==> src/rtl/sccb_pkg.sv <==
// Shared SCCB encodings: table ops, sequencer states, bridge command/response
// codes and error codes, plus a small counter-load helper.
package sccb_pkg;

  typedef enum logic [1:0] {
    OP_WRITE = 2'b00,
    OP_READ  = 2'b01,
    OP_DELAY = 2'b10,
    OP_END   = 2'b11
  } op_e;

  typedef enum logic [3:0] {
    S_IDLE      = 4'd0,
    S_FETCH     = 4'd1,
    S_DECODE    = 4'd2,
    S_ISSUE     = 4'd3,
    S_WAIT_RESP = 4'd4,
    S_WAIT_IDLE = 4'd5,
    S_DELAY     = 4'd6,
    S_DONE      = 4'd7,
    S_ERROR     = 4'd8
  } state_e;

  localparam logic [2:0] MCMD_IDLE = 3'b000;
  localparam logic [2:0] MCMD_WR   = 3'b001;
  localparam logic [2:0] MCMD_RD   = 3'b010;

  localparam logic [1:0] SRESP_NULL = 2'b00;
  localparam logic [1:0] SRESP_DVA  = 2'b01;

  localparam logic [1:0] ERR_NONE     = 2'b00;
  localparam logic [1:0] ERR_MISMATCH = 2'b01;
  localparam logic [1:0] ERR_TIMEOUT  = 2'b10;

  // A down-counter that stops at zero spends n cycles when loaded with n-1;
  // a request of zero cycles still costs one.
  function automatic logic [31:0] cycles_to_load(input logic [31:0] n);
    return (n == 32'd0) ? 32'd0 : n - 32'd1;
  endfunction

endpackage

==> src/rtl/sccb_tick_cnt.sv <==
// Loadable down-counter that saturates at zero; tc is high while the count is zero.
module sccb_tick_cnt
  import sccb_pkg::*;
#(
  parameter int W = 32
) (
  input  logic         clk,
  input  logic         rst,
  input  logic         load,
  input  logic [W-1:0] load_val,
  input  logic         enable,
  output logic         tc
);

  logic [W-1:0] cnt_q, cnt_d;

  // next count: load wins over decrement
  always_comb begin
    cnt_d = cnt_q;
    if (load) begin
      cnt_d = load_val;
    end else if (enable && (cnt_q != {W{1'b0}})) begin
      cnt_d = cnt_q - {{(W-1){1'b0}}, 1'b1};
    end else begin
      cnt_d = cnt_q;
    end
  end

  // count register
  always_ff @(posedge clk) begin
    if (rst) begin
      cnt_q <= {W{1'b0}};
    end else begin
      cnt_q <= cnt_d;
    end
  end

  assign tc = (cnt_q == {W{1'b0}});

endmodule

==> src/rtl/sccb_init_seq.sv <==
// Table-driven SCCB init sequencer: fetches 24-bit entries and turns them into
// bridge writes, read-checks and delays, with a per-transaction watchdog.
module sccb_init_seq
  import sccb_pkg::*;
#(
  parameter logic [6:0]  DEV_ID   = 7'h21,
  parameter int          TBL_AW   = 8,
  parameter logic [15:0] DLY_UNIT = 16'd1000,
  parameter logic [19:0] TMO      = 20'hFFFFF
) (
  input  logic              sccb_clk,
  input  logic              sccb_reset,
  input  logic              start,
  output logic [TBL_AW-1:0] tbl_addr,
  input  logic [23:0]       tbl_data,
  output logic [2:0]        mcmd,
  output logic [14:0]       maddr,
  output logic [7:0]        mdata,
  input  logic              scmdaccept,
  input  logic [1:0]        sresp,
  input  logic [7:0]        sdata,
  output logic              busy,
  output logic              done,
  output logic              error,
  output logic [TBL_AW-1:0] err_index,
  output logic [1:0]        err_code
);

  state_e            state_q, state_d;
  logic [TBL_AW-1:0] tbl_addr_q, tbl_addr_d;
  logic [2:0]        mcmd_q, mcmd_d;
  logic [14:0]       maddr_q, maddr_d;
  logic [7:0]        mdata_q, mdata_d;
  logic              busy_q, busy_d, done_q, done_d, error_q, error_d;
  logic [TBL_AW-1:0] err_index_q, err_index_d;
  logic [1:0]        err_code_q, err_code_d;

  logic              cnt_load_s, cnt_en_s, cnt_tc_s;
  logic [31:0]       cnt_val_s;
  logic              adv_s, fail_s;
  logic [1:0]        fail_code_s;
  logic [TBL_AW:0]   addr_nxt_s;
  logic [31:0]       dly_cycles_s;
  logic              rsvd_unused;

  assign addr_nxt_s   = {1'b0, tbl_addr_q} + {{TBL_AW{1'b0}}, 1'b1};
  assign dly_cycles_s = {16'd0, tbl_data[15:0]} * {16'd0, DLY_UNIT};
  assign rsvd_unused  = ^tbl_data[21:16];

  // Delay timer and transaction watchdog never run together, so they share one counter.
  sccb_tick_cnt #(.W(32)) u_tick (
    .clk      (sccb_clk),
    .rst      (sccb_reset),
    .load     (cnt_load_s),
    .load_val (cnt_val_s),
    .enable   (cnt_en_s),
    .tc       (cnt_tc_s)
  );

  // next-state and next-output logic
  always_comb begin
    state_d     = state_q;
    tbl_addr_d  = tbl_addr_q;
    mcmd_d      = mcmd_q;
    maddr_d     = maddr_q;
    mdata_d     = mdata_q;
    err_index_d = err_index_q;
    err_code_d  = err_code_q;
    cnt_load_s  = 1'b0;
    cnt_val_s   = 32'd0;
    cnt_en_s    = 1'b0;
    adv_s       = 1'b0;
    fail_s      = 1'b0;
    fail_code_s = ERR_NONE;

    case (state_q)
      S_IDLE, S_DONE, S_ERROR: begin
        if (start) begin
          state_d     = S_FETCH;
          tbl_addr_d  = {TBL_AW{1'b0}};
          err_index_d = {TBL_AW{1'b0}};
          err_code_d  = ERR_NONE;
        end else begin
          state_d = state_q;
        end
      end
      S_FETCH: state_d = S_DECODE;
      S_DECODE: begin
        case (op_e'(tbl_data[23:22]))
          OP_WRITE, OP_READ: begin
            state_d    = S_ISSUE;
            mcmd_d     = (tbl_data[23:22] == OP_READ) ? MCMD_RD : MCMD_WR;
            maddr_d    = {DEV_ID, tbl_data[15:8]};
            mdata_d    = tbl_data[7:0];
            cnt_load_s = 1'b1;
            cnt_val_s  = cycles_to_load({12'd0, TMO});
          end
          OP_DELAY: begin
            state_d    = S_DELAY;
            cnt_load_s = 1'b1;
            cnt_val_s  = cycles_to_load(dly_cycles_s);
          end
          OP_END:  state_d = S_DONE;
          default: state_d = S_DONE;
        endcase
      end
      S_ISSUE: begin
        cnt_en_s = 1'b1;
        if (scmdaccept) begin
          state_d = S_WAIT_RESP;
        end else if (cnt_tc_s) begin
          fail_s      = 1'b1;
          fail_code_s = ERR_TIMEOUT;
        end else begin
          state_d = S_ISSUE;
        end
      end
      S_WAIT_RESP: begin
        cnt_en_s = 1'b1;
        // Only the first DVA cycle is consumed; WAIT_IDLE swallows the rest.
        if (sresp == SRESP_DVA) begin
          mcmd_d = MCMD_IDLE;
          if ((mcmd_q == MCMD_RD) && (sdata != mdata_q)) begin
            fail_s      = 1'b1;
            fail_code_s = ERR_MISMATCH;
          end else begin
            state_d = S_WAIT_IDLE;
          end
        end else if (cnt_tc_s) begin
          fail_s      = 1'b1;
          fail_code_s = ERR_TIMEOUT;
        end else begin
          state_d = S_WAIT_RESP;
        end
      end
      S_WAIT_IDLE: begin
        cnt_en_s = 1'b1;
        if ((sresp == SRESP_NULL) && scmdaccept) begin
          adv_s = 1'b1;
        end else if (cnt_tc_s) begin
          fail_s      = 1'b1;
          fail_code_s = ERR_TIMEOUT;
        end else begin
          state_d = S_WAIT_IDLE;
        end
      end
      S_DELAY: begin
        if (cnt_tc_s) begin
          adv_s = 1'b1;
        end else begin
          cnt_en_s = 1'b1;
        end
      end
      default: state_d = S_IDLE;
    endcase

    // Running off the end of the table finishes the run instead of wrapping.
    if (adv_s) begin
      if (addr_nxt_s[TBL_AW]) begin
        state_d = S_DONE;
      end else begin
        state_d    = S_FETCH;
        tbl_addr_d = addr_nxt_s[TBL_AW-1:0];
      end
    end else begin
      tbl_addr_d = tbl_addr_d;
    end

    if (fail_s) begin
      state_d     = S_ERROR;
      err_code_d  = fail_code_s;
      err_index_d = tbl_addr_q;
      mcmd_d      = MCMD_IDLE;
    end else begin
      err_code_d = err_code_d;
    end

    busy_d  = !(state_d inside {S_IDLE, S_DONE, S_ERROR});
    done_d  = (state_d == S_DONE);
    error_d = (state_d == S_ERROR);
  end

  // state and output registers
  always_ff @(posedge sccb_clk) begin
    if (sccb_reset) begin
      state_q     <= S_IDLE;
      tbl_addr_q  <= {TBL_AW{1'b0}};
      mcmd_q      <= MCMD_IDLE;
      maddr_q     <= 15'd0;
      mdata_q     <= 8'd0;
      busy_q      <= 1'b0;
      done_q      <= 1'b0;
      error_q     <= 1'b0;
      err_index_q <= {TBL_AW{1'b0}};
      err_code_q  <= ERR_NONE;
    end else begin
      state_q     <= state_d;
      tbl_addr_q  <= tbl_addr_d;
      mcmd_q      <= mcmd_d;
      maddr_q     <= maddr_d;
      mdata_q     <= mdata_d;
      busy_q      <= busy_d;
      done_q      <= done_d;
      error_q     <= error_d;
      err_index_q <= err_index_d;
      err_code_q  <= err_code_d;
    end
  end

  assign tbl_addr  = tbl_addr_q;
  assign mcmd      = mcmd_q;
  assign maddr     = maddr_q;
  assign mdata     = mdata_q;
  assign busy      = busy_q;
  assign done      = done_q;
  assign error     = error_q;
  assign err_index = err_index_q;
  assign err_code  = err_code_q;

endmodule

==> config.mk <==
export PLATFORM = sky130hd
export DESIGN_NAME = sccb_init_seq
export DESIGN_NICKNAME = d
export VERILOG_FILES = /design/src/rtl/sccb_pkg.sv /design/src/rtl/sccb_tick_cnt.sv /design/src/rtl/sccb_init_seq.sv
export SDC_FILE = /design/constraint.sdc
export NUM_CORES = 1
export LEC_CHECK = 0
export CAP_MARGIN = 40
export CORE_MARGIN = 2
export CORE_UTILIZATION = 51
export CTS_CLUSTER_DIAMETER = 50
export CTS_CLUSTER_SIZE = 24
export DETAILED_ROUTE_END_ITERATION = 8
export GPL_TIMING_DRIVEN = 0
export PLACE_DENSITY_LB_ADDON = 0.12
export SYNTH_ARGS = -nofsm -noshare
export SYNTH_HDL_FRONTEND = slang
export SYNTH_SLANG_ARGS = --single-unit
==> constraint.sdc <==
create_clock -name sccb_clk -period 7 [get_ports sccb_clk]
set_input_delay 1.4 -clock sccb_clk [delete_from_list [all_inputs] [get_ports sccb_clk]]
set_output_delay 1.4 -clock sccb_clk [all_outputs]
set_load 0.01 [all_outputs]
[Yosys cells after proc, flatten, opt, wreduce, memory -nomap -nowiden]
Cells that the tools add are included.
Storage, ports and cells
  bits in registers: 77
  output and inout bits: 47
  word-level logic and storage cells: 107
Cells by class
  add/sub/neg operators: 3
  multiply operators: 1
  equal/unequal tests: 18
  muxes and demuxes: 50
  reduce and logical (&&, ||, !) cells: 24
Operators with widths (number)
  32-bit 2-to-1 mux: 4
  32-bit logical NOT: 2
  32-bit one-hot mux with 2 select lines: 1
  8-bit 2-to-1 mux: 7
  4-bit 2-to-1 mux: 10
  32-bit nonzero test: 1
  32-bit by 1-bit subtractor with 32-bit output, second input constant: 1
  4-bit one-hot mux with 7 select lines: 1
  26-bit by 1-bit subtractor with 27-bit output, second input constant: 1
  16-bit by 7-bit multiplier with 23-bit output, second input constant: 1
  4-bit by 3-bit == test with 1-bit output, second input constant: 5
  2-bit 2-to-1 mux: 8
  4-bit one-hot mux with 3 select lines: 1
  1-bit 2-to-1 mux: 10
  8-bit by 1-bit adder with 9-bit output, second input constant: 1
  3-bit 2-to-1 mux: 3
  3-bit OR reduction: 3
  4-bit by 2-bit == test with 1-bit output, second input constant: 2
  4-bit == test, second input constant: 2
  4-bit logical NOT: 2
  8-bit != test: 1
  2-bit nonzero test: 4
  2-bit one-hot mux with 3 select lines: 1
  3-bit one-hot mux with 2 select lines: 1
  other kinds (14): 23

[Longest topological paths before layout]
Gate-level depths: netlist of the first run.
  word-level depth: 10
  gate-level depth with buffers: 21
  mapped depth without buffers: 19

[Hierarchy]
Synthesis of the first run repeated with hierarchy kept, for this count alone.
Unflattened totals
  cell total of the unflattened synthesis: 998
  area total of the unflattened synthesis: 8141.6 µm²
By module, submodules not included
  sccb_init_seq: times used 1, cells each 752, area each 6077.1 µm², sequential area each 880.8 µm²
  sccb_tick_cnt: times used 1, cells each 246, area each 2064.5 µm², sequential area each 640.6 µm²

[Least setup slack after synthesis of the first run]
No wires, ideal clock.
  kind: input to register
  from: input tbl_data[10]
  to: register u_tick.cnt_q[23]
  library setup time: 130 ps
  data arrival time: 6250 ps
  data required time: 6870 ps
  slack: 620 ps
  cell stages on the path: 19
  path through: inv_1 > fa_1 > fa_1 > inv_1 > fa_1 > inv_1 > fa_1 > inv_1 > ha_1 > buf_2 > nand4_1 > a211o_1 > and3b_1 > xnor2_1 > or4_4 > or4b_1 > xnor2_1 > a22oi_1 > nor3_2
On the way
  longest elaborated chain between the ends: 6
  elaborated cells between the ends (all ways): 7
  those cells by class: add/sub (1); mul (1); mux (4); reduce/logical (1)
RTL lines
  start: declaration: RTL line sccb_init_seq.sv:15  | input logic [23:0] tbl_data,
  16-bit by 7-bit multiplier with 23-bit output (*): RTL line sccb_init_seq.sv:47  | assign dly_cycles_s = {16'd0, tbl_data[15:0]} * {16'd0, DLY_UNIT};
  26-bit by 1-bit subtractor with 27-bit output / 32-bit logical NOT (equally long branches): RTL line sccb_pkg.sv:38  | return (n == 32'd0) ? 32'd0 : n - 32'd1;
  32-bit 2-to-1 mux (*): RTL line sccb_pkg.sv:38
  32-bit one-hot mux with 2 select lines (*): RTL line sccb_init_seq.sv:89  | case (op_e'(tbl_data[23:22]))
  32-bit 2-to-1 mux (*): RTL line sccb_init_seq.sv:76  | case (state_q)
  32-bit 2-to-1 mux (*): RTL line sccb_tick_cnt.sv:20  | if (load) begin
  end signal: assignment: RTL line sccb_tick_cnt.sv:32  | cnt_q <= {W{1'b0}};
  end signal: assignment: RTL line sccb_tick_cnt.sv:34  | cnt_q <= cnt_d;
  end: declaration: RTL line sccb_tick_cnt.sv:15  | logic [W-1:0] cnt_q, cnt_d;
Mark *: on every way between the ends. The rest lies on a longest branch, timed or not.
A chain may end at the register's enable or synchronous reset.

[Worst setup path after layout of the first run]
  from: input tbl_data[7]
  to: register u_tick.cnt_q[22]
Same word-level chain as after synthesis.

==> results.py, run 1 <==
metrics = {
    "clocking": {
        "cts_tree": "done",
        "clk-insertion-delay-late_ns": 0.34,
        "postCtsHoldBufs": 0,
        "cts_root_buf": "clkbuf_16",
        "clkSinkCount": 76,
        "htreeDepth": 3,
        "clk_pin_slew_ns": 0.07,
        "clock_path_buffers": 2,
        "cts_made_buffers": 9,
    },
    "synthesis": {
        "yosys_warnings": 0,
        "synth_compound_area_frac": 0.161,
        "synth_top_area_cell": "dfxtp_1",
        "ys_ff_latch": 76,
        "netlist_top_cells_area": "dfxtp_1 (21%), fa_1 (15%), ha_1 (9.5%)",
        "synth-simple-area-share": 0.239,
        "synth_edf_count": 0,
        "async_reset_ff_frac": 0,
        "syn_area_per_cell_um2": 8.01,
        "muxShareOfSynthArea": 0,
        "ys_seq_area_frac": 0.206,
        "synthAdderAreaFrac": 0.242,
        "synth_top_area_share": 0.206,
        "synth_xor_area_frac": 0.0748,
        "syn_area_mm2": 0.00738,
        "syn_inst": 921,
        "synth_top_family_by_area": "adder cells",
        "yosys_most_used_dff": "dfxtp_1",
        "synth.distinct_cells": 67,
    },
    "job": {
        "max-cap-violations": 0,
    },
    "worst_setup_path": {
        "endpoint": "u_tick.cnt_q[22]",
        "crit_path_start_kind": "input port",
        "cp-end-kind": "register",
        "path_buf_inv": 5,
        "crit_cells": 19,
        "regToRegSetupSlack_ns": 3.35,
        "cp-startpoint": "tbl_data[7]",
        "cp_top_family": "adder cells",
        "crit_arrival_ns": 7.00,
        "cp_slowest_cell": "or4_4",
        "cp.required_ns": 7.20,
        "critical-path-max-stage-delay_ns": 0.63,
        "r2r_start": "u_tick.cnt_q[12]",
        "crit_fanout": 7,
        "reg2reg_to": "u_tick.cnt_q[14]",
        "crit_type": "in2reg",
        "worst_path_most_repeated_cell": "fa_1",
        "path_cells": "clkdlybuf4s15_1, inv_2, buf_4, fa_1, fa_1, fa_1, fa_1, inv_1, ha_1, buf_2, nand4_1, a211o_1, and3b_1, xnor2_1, or4_4, or4b_1, xnor2_1, a32oi_1, nor3_2",
        "reg2regPathDepth": 11,
    },
    "route": {
        "drc": 0,
        "vias": 6678,
        "ant_nets": 0,
        "routedWlPerCell_um": 15.5,
        "drt_pre_antenna_iters": 5,
        "drt-total-wl_mm": 18.6,
        "via_per_inst": 5.57,
        "initialDrtViolationCount": 487,
    },
    "global_routing": {
        "grt_pass1_vias": 6294,
        "grt_pass1_wl_mm": 30.9,
        "grt_use_met2": 0.420,
        "grt_antenna_before_repair": 0,
        "use_met3": 0.0352,
        "grt_use_met1": 0.317,
        "grt_max_degree": 16,
        "overflow": 0,
        "grt_use_total": 0.240,
        "grt.busiest_layer": "met2",
    },
    "placed_design": {
        "place.port_buffers": 71,
        "place_hpwl_mm": 14.5,
        "gp_congestion": 0.860,
        "pre_cts_slack_ns": -0.517,
    },
    "power": {
        "ir_drop_mv": 0.251,
        "power_leakage_nw": 3.57,
        "power_w": 0.00412,
        "pwr_density_cell_mw_per_mm2": 472,
    },
    "layout": {
        "syn_to_final_growth_pct": 18.3,
        "diodes": 0,
        "nNetsFinal": 1163,
        "post_route_cells_drive_above_1_share": 0.0863,
        "layout_common_cells": "a21oi_1 (89), inv_1 (87), nand2_1 (85), nor2_1 (85), dfxtp_1 (76)",
        "num-fill-cells": 1305,
        "mostFrequentLayoutCell": "a21oi_1",
    },
    "floorplanning": {
        "rows": 43,
        "die_w_um": 124,
        "die_h_um": 124,
        "ioPinCount": 85,
        "core_area_mm2": 0.0140,
        "die_area_mm2": 0.0154,
        "initial_utilization": 0.527,
    },
    "sta": {
        "drv_slew": 0,
        "final-setup-viol-count": 0,
        "hold_ws_ns": 0.455,
        "min_period_over_period": 0.971,
        "timing.final.hold_violations": 0,
        "tns_ns": 0,
        "worst_pin_slew_ns": 0.914,
        "clock_skew_ns": 0.00729,
        "timing.final.ws_setup_ns": 0.206,
        "slew_headroom": 0.386,
        "min_period_ns": 6.79,
        "fmax_mhz": 147,
    },
    "status": {
        "status": "complete, no violations",
    },
    "min_path": {
        "hp-class": "reg2reg",
        "hp-start": "maddr[0]",
    },
}
## kinds of logic (layout without fill, tap and decap cells)
logic type / after synthesis / count (layout)
other: 1 / 6
DFF: 76 / 76
xor gates and xnor gates: 63 / 63
adders and majority gates: 110 / 110
and+or+nand+nor: 347 / 347
AOI/OAI and AO/OA: 188 / 188
buffers and inverters: 136 / 230
## cell usage after synthesis, drive strengths merged, types with 27 or more instances
master and instances:
a21oi 92, dfxtp 76, fa 54, ha 56, inv 96, nand2 86
nand3 33, nor2 88, nor3 51, o21ai 39, xnor2 36, xor2 27
## metrics by stage
stage / util / area, µm² / instances
detailed placement: 0.596 / 8340 / 1178
global placement: 0.596 / 8330 / 1177
floorplan: - / 7390 / 926
finish: 0.624 / 8720 / 1200
CTS: 0.617 / 8620 / 1194
global route: 0.624 / 8720 / 1200
## worst min path at each step
stage                                 end  slack (ns)  cells past startpoint
after floorplan           u_tick.cnt_q[1]        0.46                      2
after global placement           maddr[2]        0.45                      2
after detailed placement         maddr[3]        0.45                      2
after CTS                        maddr[6]        0.46                      2
after global routing             maddr[7]        0.47                      2
final                            maddr[0]        0.45                      2
## state kept, by name, indices dropped and copies added, names as in the netlist
signal,flops
u_tick.cnt_q,32
maddr,9
err_index,8
mdata,8
tbl_addr,8
state_q,4
err_code,2
mcmd,2
busy,1
done,1
error,1
## final cells by class
| type | instances | area, µm² | share of cell area |
|---|---|---|---|
| tap | 180 | 225 | 0.0258 |
| sequential | 76 | 1520 | 0.174 |
| clock buffer | 9 | 225 | 0.0258 |
| clock inverter | 7 | 60.1 | 0.00689 |
| timing repair buffer | 78 | 777 | 0.0891 |
| buffer | 40 | 208 | 0.0238 |
| multi-input combinational | 714 | 5350 | 0.613 |
| inverter | 96 | 360 | 0.0413 |
## worst reg2reg max path, delay by kind of cell, from the launching register on
family / cells / cell delay [ns]
buf+inv: 3 / 0.70
flops: 1 / 0.37
simple gates: 8 / 2.43
## what timing repair did
item                                    in CTS  in global routing
pin swaps                                    0                  2
endpoints found under the setup margin      26                 32
resized for setup                           13                 28
setup buffers                                0                  6
## metal layers
metal	part of all wire	up-vias
met4	0.0089	0
met2	0.50	122
li1	-	3344
met1	0.45	3201
met3	0.034	11
met5	0	-
## power by group
group | switching, W | leakage [nW] | internal, W
sequential | 0.0000848 | 0.617 | 0.000516
combinational | 0.00184 | 2.83 | 0.00122
clock | 0.000208 | 0.131 | 0.000246
total | 0.00213 | 3.57 | 0.00198
Power figures use the tool's default switching activity.
==> run 2, diff against run 1 <==
- SYNTH_HIERARCHICAL: unset -> 1
==> results.py, run 2 <==
metrics = {
    "clocking": {
        "clk_pin_slew_ns": 0.07,
        "cts_made_buffers": 9,
        "cts_root_buf": "clkbuf_16",
        "postCtsHoldBufs": 0,
        "htreeDepth": 3,
        "clkSinkCount": 76,
        "clk-insertion-delay-late_ns": 0.36,
        "cts_tree": "done",
        "clock_path_buffers": 2,
    },
    "layout": {
        "mostFrequentLayoutCell": "inv_1",
        "max_flop_register": "u_tick/cnt_q",
        "diodes": 0,
        "num-fill-cells": 1472,
        "largest_reg_flops": 32,
        "nNetsFinal": 1244,
        "postLayoutCoreUtil": 0.613,
        "stdcell_area_mm2": 0.00967,
        "post_route_cells_drive_above_1_share": 0.113,
        "syn_to_final_growth_pct": 18.8,
        "layout_common_cells": "inv_1 (91), nand2_1 (80), a21oi_1 (76), dfxtp_1 (76), nor2_1 (65)",
    },
    "worst_setup_path": {
        "cp_top_family": "adder cells",
        "r2r_start": "u_tick/cnt_q[1]",
        "crit_type": "in2reg",
        "crit_fanout": 7,
        "critical-path-max-stage-delay_ns": 0.59,
        "path_buf_inv": 6,
        "cp_slowest_cell": "fa_1",
        "cp.required_ns": 7.22,
        "cp-startpoint": "tbl_data[0]",
        "regToRegSetupSlack_ns": 3.22,
        "worst_path_most_repeated_cell": "fa_1",
        "crit_arrival_ns": 6.97,
        "path_cells": "dlygate4sd2_1, fa_1, inv_1, fa_1, fa_1, fa_1, inv_1, ha_1, o211a_1, o31a_1, or3_1, a211o_4, nor4_4, nand3_2, nor4_4, buf_4, nor4_4, buf_4, buf_4, nand3b_1, o31ai_1",
        "reg2regPathDepth": 13,
        "crit_path_start_kind": "input port",
        "endpoint": "u_tick/cnt_q[31]",
        "cp-end-kind": "register",
        "reg2reg_to": "u_tick/cnt_q[31]",
        "crit_cells": 21,
    },
    "route": {
        "vias": 7631,
        "ant_nets": 0,
        "via_per_inst": 5.80,
        "initialDrtViolationCount": 512,
        "drt-total-wl_mm": 21.9,
        "drt_pre_antenna_iters": 5,
        "routedWlPerCell_um": 16.7,
        "drc": 0,
    },
    "global_routing": {
        "grt_use_total": 0.264,
        "grt_antenna_before_repair": 0,
        "grt_pass1_vias": 7014,
        "grt_max_degree": 18,
        "overflow": 0,
        "grt_pass1_wl_mm": 35.5,
    },
    "sta": {
        "slew_headroom": 0.518,
        "timing.final.ws_setup_ns": 0.248,
        "fmax_mhz": 148,
        "timing.final.hold_violations": 0,
        "min_period_ns": 6.75,
        "clock_skew_ns": 0.0158,
        "min_period_over_period": 0.965,
        "drv_slew": 0,
        "grt_setup_unrepaired": "no",
        "worst_pin_slew_ns": 0.717,
        "final-setup-viol-count": 0,
    },
    "synthesis": {
        "syn_inst": 998,
        "synth_top_area_cell": "dfxtp_1",
        "synth_top_area_share": 0.187,
        "synth_edf_count": 0,
        "synth.most_common_cell": "inv_1",
        "netlist_top_cells_count": "inv_1 (97), a21oi_1 (82), nand2_1 (80), dfxtp_1 (76), nor2_1 (66)",
        "yosys_warnings": 6,
        "async_reset_ff_frac": 0,
        "syn_area_per_cell_um2": 8.16,
        "ys_seq_area_frac": 0.187,
        "syn_area_mm2": 0.00814,
        "yosys_most_used_dff": "dfxtp_1",
        "synth.distinct_cells": 91,
        "ys_ff_latch": 76,
        "netlist_top_cells_area": "dfxtp_1 (19%), fa_1 (13%), ha_1 (8.8%)",
    },
    "floorplanning": {
        "rows": 46,
        "core_area_mm2": 0.0158,
        "initial_utilization": 0.516,
        "die_w_um": 130,
        "die_area_mm2": 0.0170,
        "ioPinCount": 85,
        "die_h_um": 130,
    },
    "placed_design": {
        "pre_cts_slack_ns": -0.904,
        "gp_congestion": 0.901,
        "dpl_cell_area_mm2": 0.00914,
        "place.port_buffers": 71,
        "place_hpwl_mm": 16.9,
    },
    "power": {
        "power_leakage_nw": 3.87,
        "pwr_density_cell_mw_per_mm2": 437,
        "ir_drop_mv": 0.221,
    },
    "job": {
        "max-cap-violations": 0,
    },
    "status": {
        "status": "complete, no violations",
    },
    "min_path": {
        "hold_depth": 2,
        "hp-class": "reg2reg",
    },
}
[run 2: changes by cell type after synthesis, moves of 12 or more]
cell     previous run  this run
nor2_1             85        66
xor2_1             27        14
o31ai_1             1        13
xnor2_1            36        20
nor3_1             49        28
o21ai_0            29        41
[run 2: area by class of cell]
| type | instances | area, µm² | area share |
|---|---|---|---|
| Multi-Input combinational cell | 780 | 6170 | 0.638 |
| Sequential cell | 76 | 1520 | 0.157 |
| Timing Repair Buffer | 82 | 788 | 0.0815 |
| Inverter | 97 | 367 | 0.0379 |
| Tap cell | 216 | 270 | 0.0279 |
| Buffer | 49 | 251 | 0.0260 |
| Clock buffer | 9 | 225 | 0.0233 |
| Clock inverter | 7 | 73.8 | 0.00763 |
[run 2: worst min-delay path by stage]
stage | from | endpoint | slack, ns
after floorplan | u_tick/cnt_q[30] | u_tick/cnt_q[30] | 0.47
after global placement | maddr[6] | maddr[6] | 0.44
after detailed placement | maddr[5] | maddr[5] | 0.45
after CTS | maddr[5] | maddr[5] | 0.46
after global routing | maddr[5] | maddr[5] | 0.48
final | maddr[5] | maddr[5] | 0.46
[run 2: what timing repair did]
action / CTS / global route
pin swaps: 4 / 8
gates resized for setup: 19 / 44
setup endpoints to repair: 31 / 32
buffers inserted: 6 / 5
[run 2: power by group]
part           switching [W]  internal [W]  total (W)
combinational        0.00195       0.00124    0.00320
clock               0.000223      0.000254   0.000477
sequential         0.0000619      0.000489   0.000551
total                0.00224       0.00199    0.00422
[run 2: logic make-up (layout without fill, tap and decap cells)]
kind of cell | after synthesis | in the layout | synth area share
simple gates | 357 | 357 | 0.245
compound gates | 266 | 266 | 0.227
buf+inv | 147 | 244 | 0.0748
fa+ha+maj | 111 | 111 | 0.220
flops | 76 | 76 | 0.187
xor+xnor | 35 | 35 | 0.0393
mux | 5 | 5 | 0.00630
other cells | 1 | 6 | 0.000461
[run 2: routing by layer]
metal	part of all wire	up-vias	track usage
met5	0	-	0
met4	0.014	0	0.0651
met3	0.050	20	0.0500
met2	0.45	188	0.411
met1	0.48	3650	0.381
li1	-	3773	-
[run 2: stage by stage]
step	total power, W	setup TNS (ns)	hold WS (ns)	cells
4_1_cts	0.00402	0	0.461	1311
5_1_grt	0.00459	0	0.484	1316
2_1_floorplan	0.00283	0	0.467	1003
6_report	0.00422	0	0.463	1316
3_5_place_dp	0.00345	-18.45	0.449	1290
3_3_place_gp	0.00342	-17.29	0.442	1290
[run 2: tightest hold or removal path, delay by kind of cell (launching register included)]
kind	cells	cell delay, ns
flops	1	0.31
simple gates	1	0.05
compound gates	1	0.05
